[src/rtl/mem_port_arbiter_pkg.sv]
// mem_port_arbiter_pkg: decoder load/store codes and arbiter FSM states shared by the memory port logic
package mem_port_arbiter_pkg;

    localparam logic [2:0] LD_NONE = 3'd0;
    localparam logic [2:0] LD_LB   = 3'd1;
    localparam logic [2:0] LD_LH   = 3'd2;
    localparam logic [2:0] LD_LW   = 3'd3;
    localparam logic [2:0] LD_LBU  = 3'd4;
    localparam logic [2:0] LD_LHU  = 3'd5;

    localparam logic [1:0] ST_NONE = 2'd0;
    localparam logic [1:0] ST_SB   = 2'd1;
    localparam logic [1:0] ST_SH   = 2'd2;
    localparam logic [1:0] ST_SW   = 2'd3;

    typedef enum logic [1:0] {
        IDLE,
        DM_BUSY,
        IF_BUSY,
        DONE
    } state_e;

endpackage

[src/rtl/mem_port_arbiter_if.sv]
// mem_port_arbiter_if: core-side fetch/data ports and single-port memory bus of the arbiter
interface mem_port_arbiter_if;

    logic        if_req;
    logic [31:0] if_addr;
    logic [2:0]  load_control;
    logic [1:0]  store_control;
    logic [31:0] dm_addr;
    logic [31:0] dm_wdata;
    logic [31:0] if_rdata;
    logic        if_valid;
    logic [31:0] dm_rdata;
    logic        dm_valid;
    logic        stall;
    logic        bus_error;
    logic        mem_req;
    logic        mem_we;
    logic [31:0] mem_addr;
    logic [31:0] mem_wdata;
    logic [3:0]  mem_be;
    logic        mem_ack;
    logic [31:0] mem_rdata;

    modport slave (
        input  if_req, if_addr, load_control, store_control, dm_addr, dm_wdata, mem_ack, mem_rdata,
        output if_rdata, if_valid, dm_rdata, dm_valid, stall, bus_error,
        output mem_req, mem_we, mem_addr, mem_wdata, mem_be
    );

    modport master (
        output if_req, if_addr, load_control, store_control, dm_addr, dm_wdata, mem_ack, mem_rdata,
        input  if_rdata, if_valid, dm_rdata, dm_valid, stall, bus_error,
        input  mem_req, mem_we, mem_addr, mem_wdata, mem_be
    );

endinterface

[src/rtl/mem_port_arbiter_align.sv]
// mem_lane_align: store byte-lane steering, load lane extraction/extension and alignment check
module mem_lane_align
    import mem_port_arbiter_pkg::*;
(
    input  logic [2:0]  i_load_control,
    input  logic [1:0]  i_store_control,
    input  logic [1:0]  i_addr_lo,
    input  logic [31:0] i_wdata,
    input  logic [2:0]  i_ld_q,
    input  logic [1:0]  i_off_q,
    input  logic [31:0] i_rdata,
    output logic [3:0]  o_be,
    output logic [31:0] o_wdata,
    output logic [31:0] o_rdata,
    output logic        o_misaligned
);

    logic        w_st;
    logic        w_half_ld;
    logic [7:0]  w_byte;
    logic [15:0] w_half;

    assign w_st      = i_store_control != ST_NONE;
    assign w_half_ld = i_load_control == LD_LH || i_load_control == LD_LHU;

    assign o_be = i_store_control == ST_SB ? 4'b0001 << i_addr_lo :
                  i_store_control == ST_SH ? (i_addr_lo[1] ? 4'b1100 : 4'b0011) : 4'b1111;

    assign o_wdata = i_store_control == ST_SB ? {4{i_wdata[7:0]}} :
                     i_store_control == ST_SH ? {2{i_wdata[15:0]}} : i_wdata;

    // A store overrides any simultaneous load code, so only its size matters
    assign o_misaligned = w_st ? ((i_store_control == ST_SH && i_addr_lo[0]) ||
                                  (i_store_control == ST_SW && i_addr_lo != 2'b00))
                               : ((w_half_ld && i_addr_lo[0]) ||
                                  (i_load_control == LD_LW && i_addr_lo != 2'b00));

    assign w_byte = i_rdata[{i_off_q, 3'b000} +: 8];
    assign w_half = i_off_q[1] ? i_rdata[31:16] : i_rdata[15:0];

    assign o_rdata = i_ld_q == LD_LB  ? {{24{w_byte[7]}}, w_byte} :
                     i_ld_q == LD_LBU ? {24'd0, w_byte} :
                     i_ld_q == LD_LH  ? {{16{w_half[15]}}, w_half} :
                     i_ld_q == LD_LHU ? {16'd0, w_half} :
                     i_ld_q == LD_LW  ? i_rdata : '0;

endmodule

[src/rtl/mem_port_arbiter.sv]
// mem_port_arbiter: shares one memory port between data accesses (fixed priority) and instruction fetch
module mem_port_arbiter
    import mem_port_arbiter_pkg::*;
#(
    parameter int unsigned TIMEOUT = 255
) (
    input logic               clock,
    input logic               nReset,
    mem_port_arbiter_if.slave bus
);

    state_e      r_state;
    logic [7:0]  r_cnt;
    logic [2:0]  r_ld;
    logic [1:0]  r_off;
    logic        w_store;
    logic        w_dm_req;
    logic        w_misaligned;
    logic [3:0]  w_be;
    logic [31:0] w_wdata;
    logic [31:0] w_rdata;

    assign w_store  = bus.store_control != ST_NONE;
    assign w_dm_req = w_store || bus.load_control != LD_NONE;
    assign bus.stall = r_state == DM_BUSY || r_state == IF_BUSY ||
                       (r_state == IDLE && (w_dm_req || bus.if_req));

    mem_lane_align u_align (
        .i_load_control  (bus.load_control),
        .i_store_control (bus.store_control),
        .i_addr_lo       (bus.dm_addr[1:0]),
        .i_wdata         (bus.dm_wdata),
        .i_ld_q          (r_ld),
        .i_off_q         (r_off),
        .i_rdata         (bus.mem_rdata),
        .o_be            (w_be),
        .o_wdata         (w_wdata),
        .o_rdata         (w_rdata),
        .o_misaligned    (w_misaligned)
    );

    always_ff @(posedge clock or negedge nReset) begin
        if (!nReset) begin
            r_state       <= IDLE;
            r_cnt         <= '0;
            r_ld          <= LD_NONE;
            r_off         <= '0;
            bus.mem_req   <= 1'b0;
            bus.mem_we    <= 1'b0;
            bus.mem_addr  <= '0;
            bus.mem_wdata <= '0;
            bus.mem_be    <= '0;
            bus.if_valid  <= 1'b0;
            bus.dm_valid  <= 1'b0;
            bus.bus_error <= 1'b0;
            bus.if_rdata  <= '0;
            bus.dm_rdata  <= '0;
        end else begin
            bus.if_valid  <= 1'b0;
            bus.dm_valid  <= 1'b0;
            bus.bus_error <= 1'b0;
            case (r_state)
                IDLE: begin
                    r_cnt <= '0;
                    if (w_dm_req) begin
                        // Load code and lane offset are kept so a withdrawn request still extracts correctly
                        r_ld  <= w_store ? LD_NONE : bus.load_control;
                        r_off <= bus.dm_addr[1:0];
                        if (w_misaligned) begin
                            r_state       <= DONE;
                            bus.dm_valid  <= 1'b1;
                            bus.bus_error <= 1'b1;
                            bus.dm_rdata  <= '0;
                        end else begin
                            r_state       <= DM_BUSY;
                            bus.mem_req   <= 1'b1;
                            bus.mem_we    <= w_store;
                            bus.mem_addr  <= bus.dm_addr & 32'hFFFF_FFFC;
                            bus.mem_wdata <= w_wdata;
                            bus.mem_be    <= w_be;
                        end
                    end else if (bus.if_req) begin
                        r_state      <= IF_BUSY;
                        bus.mem_req  <= 1'b1;
                        bus.mem_we   <= 1'b0;
                        bus.mem_addr <= bus.if_addr & 32'hFFFF_FFFC;
                        bus.mem_be   <= 4'b1111;
                    end
                end
                DM_BUSY, IF_BUSY: begin
                    if (bus.mem_ack || r_cnt == 8'(TIMEOUT - 1)) begin
                        r_state       <= DONE;
                        bus.mem_req   <= 1'b0;
                        bus.bus_error <= !bus.mem_ack;
                        if (r_state == DM_BUSY) begin
                            bus.dm_valid <= 1'b1;
                            bus.dm_rdata <= bus.mem_ack ? w_rdata : '0;
                        end else begin
                            bus.if_valid <= 1'b1;
                            bus.if_rdata <= bus.mem_ack ? bus.mem_rdata : '0;
                        end
                    end else begin
                        r_cnt <= r_cnt + 8'd1;
                    end
                end
                default: r_state <= IDLE;
            endcase
        end
    end

endmodule

[src/flat_wrapper.sv]
// flat-port wrapper written by rule: the top's interface ports become plain ports
module mem_port_arbiter_flat import mem_port_arbiter_pkg::*;
#(
    parameter int unsigned TIMEOUT = 255
)
  (clock, nReset, bus_if_req, bus_if_addr, bus_load_control, bus_store_control, bus_dm_addr, bus_dm_wdata, bus_mem_ack, bus_mem_rdata, bus_if_rdata, bus_if_valid, bus_dm_rdata, bus_dm_valid, bus_stall, bus_bus_error, bus_mem_req, bus_mem_we, bus_mem_addr, bus_mem_wdata, bus_mem_be);
  mem_port_arbiter_if bus_i ();
  input logic clock;
  input logic nReset;
  input wire logic [$bits(bus_i.if_req)-1:0] bus_if_req;
  input wire logic [$bits(bus_i.if_addr)-1:0] bus_if_addr;
  input wire logic [$bits(bus_i.load_control)-1:0] bus_load_control;
  input wire logic [$bits(bus_i.store_control)-1:0] bus_store_control;
  input wire logic [$bits(bus_i.dm_addr)-1:0] bus_dm_addr;
  input wire logic [$bits(bus_i.dm_wdata)-1:0] bus_dm_wdata;
  input wire logic [$bits(bus_i.mem_ack)-1:0] bus_mem_ack;
  input wire logic [$bits(bus_i.mem_rdata)-1:0] bus_mem_rdata;
  output wire logic [$bits(bus_i.if_rdata)-1:0] bus_if_rdata;
  output wire logic [$bits(bus_i.if_valid)-1:0] bus_if_valid;
  output wire logic [$bits(bus_i.dm_rdata)-1:0] bus_dm_rdata;
  output wire logic [$bits(bus_i.dm_valid)-1:0] bus_dm_valid;
  output wire logic [$bits(bus_i.stall)-1:0] bus_stall;
  output wire logic [$bits(bus_i.bus_error)-1:0] bus_bus_error;
  output wire logic [$bits(bus_i.mem_req)-1:0] bus_mem_req;
  output wire logic [$bits(bus_i.mem_we)-1:0] bus_mem_we;
  output wire logic [$bits(bus_i.mem_addr)-1:0] bus_mem_addr;
  output wire logic [$bits(bus_i.mem_wdata)-1:0] bus_mem_wdata;
  output wire logic [$bits(bus_i.mem_be)-1:0] bus_mem_be;
  assign bus_i.if_req = bus_if_req;
  assign bus_i.if_addr = bus_if_addr;
  assign bus_i.load_control = bus_load_control;
  assign bus_i.store_control = bus_store_control;
  assign bus_i.dm_addr = bus_dm_addr;
  assign bus_i.dm_wdata = bus_dm_wdata;
  assign bus_i.mem_ack = bus_mem_ack;
  assign bus_i.mem_rdata = bus_mem_rdata;
  assign bus_if_rdata = bus_i.if_rdata;
  assign bus_if_valid = bus_i.if_valid;
  assign bus_dm_rdata = bus_i.dm_rdata;
  assign bus_dm_valid = bus_i.dm_valid;
  assign bus_stall = bus_i.stall;
  assign bus_bus_error = bus_i.bus_error;
  assign bus_mem_req = bus_i.mem_req;
  assign bus_mem_we = bus_i.mem_we;
  assign bus_mem_addr = bus_i.mem_addr;
  assign bus_mem_wdata = bus_i.mem_wdata;
  assign bus_mem_be = bus_i.mem_be;
  mem_port_arbiter #(.TIMEOUT(TIMEOUT)) u_core (.clock(clock), .nReset(nReset), .bus(bus_i));
endmodule
[config.mk]
export PLATFORM = sky130hd
export DESIGN_NAME = mem_port_arbiter_flat
export DESIGN_NICKNAME = d
export VERILOG_FILES = /design/src/rtl/mem_port_arbiter_pkg.sv /design/src/rtl/mem_port_arbiter_if.sv /design/src/rtl/mem_port_arbiter_align.sv /design/src/rtl/mem_port_arbiter.sv /design/src/flat_wrapper.sv
export SDC_FILE = /design/constraint.sdc
export NUM_CORES = 1
export LEC_CHECK = 0
export CELL_PAD_IN_SITES_DETAIL_PLACEMENT = 1
export CELL_PAD_IN_SITES_GLOBAL_PLACEMENT = 1
export CORE_UTILIZATION = 36
export CTS_CLUSTER_SIZE = 28
export DETAILED_ROUTE_END_ITERATION = 8
export PLACE_DENSITY_LB_ADDON = 0.1
export REMOVE_ABC_BUFFERS = 1
export SLEW_MARGIN = 20
export SYNTH_ARGS = -nofsm -noshare
export SYNTH_HDL_FRONTEND = slang
export SYNTH_SLANG_ARGS = --single-unit
[constraint.sdc]
create_clock -name clock -period 3.42 [get_ports clock]
set_input_delay 0.684 -clock clock [delete_from_list [all_inputs] [get_ports clock]]
set_output_delay 0.684 -clock clock [all_outputs]
set_load 0.1 [all_outputs]
* Word level (Yosys, flattened, before mapping)
Cells that the tools add are included.
** Operators by class
- Shift-type cells :: 2
- Equality and inequality tests :: 22
- Mux-type cells :: 51
- Add/subtract/negate cells :: 1
- Reductions and logical operators :: 29
- Order comparisons :: 0
- Div/mod/pow operators :: 0
- Multiply operators :: 0
- Bitwise gates (word level) :: 2
** Operator list (number)
- $mux 32 :: 16
- $pmux 32 s2 :: 1
- $shiftx 32x6->8 :: 1
- $mux 4 :: 6
- $mux 1 :: 16
- $mux 16 :: 1
- $pmux 8 s2 :: 1
- $eq 3x2->1 const B :: 4
- $eq 3x3->1 const B :: 3
- $reduce_and 3->1 :: 3
- $add 8x1->8 const B :: 1
- $eq 8x8->1 const B :: 1
- $logic_or 1x1->1 :: 8
- $mux 2 :: 4
- $mux 8 :: 1
- $reduce_bool 2->1 :: 4
- $eq 2x2->1 const B :: 3
- $ne 2x1->1 const B :: 3
- $ne 2x2->1 const B :: 3
- $pmux 1 s2 :: 3
- $reduce_and 2->1 :: 3
- $logic_and 1x1->1 :: 5
- $reduce_and 5->1 :: 1
- $eq 2x1->1 const B :: 2
- 12 further kinds :: 13
** Storage, ports and cells
- Bits in registers :: 152
- Output and inout port bits :: 138
- Bits in latches :: 0
- Memories :: 0
- Memory bits (read-only) :: 0
- Word-level logic and storage cells :: 121
- Memory bits (writable) :: 0
- Input bits :: 137

* Logic depth before layout (Yosys ltp)
- Word-level depth :: 10
- Depth in mapped cells :: 9
- Mapped depth without buffers :: 7

* By module
From an unflattened synthesis, not the netlist that was laid out.
** Second synthesis, totals
- Cell total of the unflattened synthesis :: 670
- Area total of the unflattened synthesis :: 8115.3 µm²
** By module, submodules not included
- mem_port_arbiter :: cells an instance 467, area an instance 6681.4 µm², sequential area each 3753.6 µm², times used 1
- mem_lane_align :: cells an instance 203, area an instance 1433.9 µm², sequential area each 0.0 µm², times used 1

* Least setup slack after synthesis
OpenSTA, ideal clock, no wires.
- Kind :: input port to output port
- Start point :: input bus_load_control[1]
- End point :: output bus_stall
- Buffers on the path :: 1
- Data required time :: 2736 ps
- Arrival :: 2216 ps
- Path slack :: 520 ps
- Cell stages on the path :: 5
- Cells stage by stage :: nor3_1 -> nand2_1 -> buf_1 -> o21ai_0 -> nand2_1
** On the way
- Cells in the longest elaborated chain, start to end :: 5
** RTL lines
- start, declared :: line flat_wrapper.sv:12 : input wire logic [$bits(bus_i.load_control)-1:0] bus_load_control;
- $reduce_bool 3->1 :: line mem_port_arbiter.sv:24 : assign w_dm_req = w_store || bus.load_control != LD_NONE;
- $logic_or 1x1->1 :: line mem_port_arbiter.sv:24
- $logic_or 1x1->1 :: line mem_port_arbiter.sv:26 : (r_state == IDLE && (w_dm_req || bus.if_req));
- $logic_and 1x1->1 :: line mem_port_arbiter.sv:26
- $logic_or 1x1->1 :: line mem_port_arbiter.sv:25 : assign bus.stall = r_state == DM_BUSY || r_state == IF_BUSY ||
- end, declared :: line flat_wrapper.sv:22 : output wire logic [$bits(bus_i.stall)-1:0] bus_stall;
No other way between the ends.

* Worst setup path after layout
- Start point :: input bus_store_control[1]
- End point :: output bus_stall
** On the way
- Cells in the longest elaborated chain, start to end :: 5
** RTL lines
- start, declared :: line flat_wrapper.sv:13 : input wire logic [$bits(bus_i.store_control)-1:0] bus_store_control;
- $reduce_bool 2->1 :: line mem_port_arbiter.sv:23 : assign w_store = bus.store_control != ST_NONE;
- $logic_or 1x1->1 :: line mem_port_arbiter.sv:24
- $logic_or 1x1->1 :: line mem_port_arbiter.sv:26
- $logic_and 1x1->1 :: line mem_port_arbiter.sv:26
- $logic_or 1x1->1 :: line mem_port_arbiter.sv:25
No other way between the ends.

==> metrics.md <==
| Metric | Value |
|---|---|
| Run status | `finished clean` |
| ANT cells | `0` |
| Worst path max stage delay | `between 0.4 and 0.5 ns` |
| Final hold viol count | `0` |
| Latest clock arrival within the worst-skew pair | `between 0.4 and 0.5 ns` |
| Layout cells sized above 1 | `0.199` |
| Pre-CTS WS | `around 0.20 ns` |
| Longest Clk Path Bufs | `2` |
| Hold WC Path Type | `primary input to async pin` |
| EDFF count, synth | `0` |
| Crit Path Category | `primary input to output port` |
| Req. time, crit path | `~2.7 ns` |
| Critical Path Fanout Max | `20` |
| Synth unique cells | `around 50` |
| CTS Hold Buffers Added | `0` |
| TritonCTS clock tree | `built` |
| Mapped cell area | `~7400 µm²` |
| Port Buffer Count | `270` |
| Final setup fails | `0` |
| Gate Count Post-Synth | `about 700` |
| Buf/Inv on CP | `3` |
| CTS resizes | `0` |
| Setup WS post-layout | `between 0.4 and 0.5 ns` |
| WL/cell | `19.7 µm` |
| Largest net degree at the start of global routing | `between 70 and 80` |
| FF+latch count, synth | `150` |
| Max_cap viols | `0` |
| First-pass GRT wire length | `39,300 µm` |
| Post-synthesis simple-gate area fraction | `0.0915` |
| DR DRC count | `0` |
| Core area | `just over 20,000 µm²` |
| Vias per cell | `between 5 and 6` |
| Die width | `~150 µm` |
| Worst flop-to-flop path startpoint | `u_core.r_state[0]` |
| Number of DRC markers in iteration 0 | `roughly 230` |
| Core Rows | `52` |
| Post-Route WL | `24,200 µm` |
| Post-DP HPWL | `18,100 µm` |
| Height of the die | `roughly 150 µm` |
| Reg area | `3750 µm²` |
| Worst Path Arrival | `between 2 and 2.5 ns` |
| Initial antenna violation count | `1` |
| Clk_skew | `a little under 0.008 ns` |
| R2R setup slack | `0.82 ns` |
| Final ANT Viol Nets | `0` |
| Postcts setup bufs | `0` |
| CP Capture Type | `output port` |
| Synthesis-to-finish area growth | `47.1%` |
| Capturing point of the worst reg2reg path | `u_core.bus.dm_rdata[21]` |
| First-pass detailed-route iteration total | `5` |
| # nets final | `~1,100` |
| Worst path slowest cell | `nor2_1` |
| Non-filler instance count after layout | `1,229` |
| Post-synthesis sequential area ratio | `0.508` |
| Mux contribution to synthesized area | `0.178` |
| Gr usage total | `0.239` |
| Post-synthesis adder-cell area fraction | `0.0102` |
| Die area | `between 20,000 and 25,000 µm²` |
| Final core occ | `0.538` |
| Vias in the first global route | `slightly above 7,000` |
| R2r worst-path depth | `8` |
| Unrepaired setup endpoints after global routing | `no` |
| Slew HR | `0.325` |
| Fill count | `between 2,000 and 2,500` |
| Post-Synth XOR/XNOR Area | `0.00593` |
| Clk pin slew, worst setup/hold paths | `around 0.060 ns` |
| RD Place Congestion | `between 0.7 and 0.8` |
| Grt total ovfl | `0` |
| Largest family of logic cells by synthesized area | `multiplexers` |
| Compound-Gate Fraction of Synth Area | `0.171` |
| Fmax | `~0.33 GHz` |
| Placed Cells incl. Taps | `around 1,200` |
| IO Pins | `approximately 280` |
| Total area of multi-input combinational cells | `roughly 3400 µm²` |
| H-tree depth | `4` |
| Via count | `~6,500` |
| Final period utilization | `0.881` |
| Post-Syn Area per Cell | `between 10 and 15 µm²` |
| Crit-path cells | `clkdlybuf4s50_1 -> buf_4 -> nor2_1 -> nand2_2 -> o21ai_0 -> nand2_1 -> buf_12` |
| Async S/R FF share, synth | `1.00` |
| Yosys warnings | `0` |
| Minimum period implied by the final worst setup slack | `3.01 ns` |
| CP Launch Type | `primary input` |
| Root buf cell | `clkbuf_16` |
| TritonCTS buffer count | `17` |
| Sum of negative setup slack | `0 ns` |
| Initial core utilization | `0.366` |
| Least-Margin Pin Slew | `a little over 1 ns` |
| Ys flop type | `dfrtp_1` |
| Clk sink count | `150` |
| Top delay family on crit path | `buffers and inverters` |
| Final max-slew violation count | `0` |
## sequential cells by signal, indices dropped and copies added (netlist names), 2 cells and up
register and count:
u_core.bus.dm_rdata 32, u_core.bus.if_rdata 32, u_core.bus.mem_addr 30, u_core.bus.mem_be 4
u_core.bus.mem_wdata 32, u_core.r_cnt 8, u_core.r_ld 3, u_core.r_off 2
u_core.r_state 2
## per-layer routing
| metal | part of all wire | up-vias | track usage |
|---|---|---|---|
| met5 | 0 | - | 0 |
| met3 | 0.072 | 36 | 0.0755 |
| li1 | - | 3010 | - |
| met1 | 0.41 | 3231 | 0.282 |
| met4 | 0.019 | 0 | 0.0789 |
| met2 | 0.50 | 209 | 0.409 |
## worst max-delay path by stage
stage | start | end | cells past startpoint
final | bus_store_control[1] | bus_stall | 7
after global routing | bus_store_control[1] | bus_stall | 7
after detailed placement | bus_load_control[0] | u_core.bus.dm_rdata[24] | 7
after floorplan | bus_load_control[2] | u_core.bus.mem_be[0] | 5
after CTS | bus_store_control[1] | bus_stall | 7
after global placement | bus_load_control[0] | u_core.bus.dm_rdata[1] | 7
## synth_stat cells, types with 2 or more instances
cell type,count,area share
a21oi_1,58,0.039
a222oi_1,5,0.0068
a22o_1,32,0.038
a31oi_1,12,0.010
a32oi_1,2,0.0024
and2_1,3,0.0025
and3b_1,2,0.0024
buf_1,3,0.0015
buf_2,11,0.0075
buf_4,2,0.0020
buf_6,3,0.0046
clkbuf_1,31,0.016
dfrtp_1,150,0.51
ha_1,6,0.010
inv_1,6,0.0031
mux2_2,65,0.099
mux2i_1,57,0.077
nand2_1,55,0.028
nand2b_1,9,0.0076
nand3_1,8,0.0054
nand3b_1,2,0.0020
nand4_1,4,0.0034
nor2_1,49,0.025
nor2b_1,8,0.0068
nor3_1,2,0.0014
nor3b_1,3,0.0031
o211ai_1,4,0.0041
o21a_1,3,0.0031
o21ai_0,69,0.047
o21ai_1,3,0.0020
o2bb2ai_1,2,0.0024
xnor2_1,2,0.0024
xor2_1,3,0.0036
## worst reg2reg max path: stages, from the launching register on
cell and delay (ns):
dfrtp_1 0.38, inv_1 0.09, ha_1 0.42, nor2b_1 0.21, o21ai_1 0.36, nand3b_1 0.22, a21oi_4 0.18, buf_12 0.22
mux2_2 0.39
## cells by family after synthesis
| family | after synthesis |
|---|---|
| adder cells (fa/ha/maj) | 6 |
| XOR/XNOR | 5 |
| multiplexers | 123 |
| flip-flops | 150 |
| AND/OR/NAND/NOR | 149 |
| buffers and inverters | 56 |
| other | 1 |
| AO/OA/AOI/OAI | 202 |
## area by class of cell
type | count | area share
multi-input cells | 487 | 0.313
clock inverters | 12 | 0.0187
clock buffers | 18 | 0.0405
repair buffers | 286 | 0.249
well taps | 270 | 0.0311
flip-flops and latches | 150 | 0.346
inverters | 6 | 0.00207
## cell usage in the layout, fill, tap and decap left out, types with 8 or more instances in the layout
master,instances
clkdlybuf4s50_1,199
clkbuf_16,17
buf_4,82
nand3_1,8
a31oi_1,12
nor2_1,49
a21oi_1,57
mux2_2,65
mux2i_1,57
dfrtp_1,150
nand2_1,54
nor2b_1,8
o21ai_0,69
a22o_1,32
nand2b_1,9
## stage by stage
| stage | instance area, µm² | hold WS [ns] |
|---|---|---|
| after floorplan | 7150 | 0.388 |
| after global placement | 10200 | 0.463 |
| after detailed placement | 10200 | 0.475 |
| after CTS | 10900 | 0.293 |
| after global routing | 10900 | 0.307 |
| final | 10900 | 0.253 |
Power is left out: the tool's default activity adds up to more than one toggle a clock period on the data nets, which glitch-free logic cannot reach.
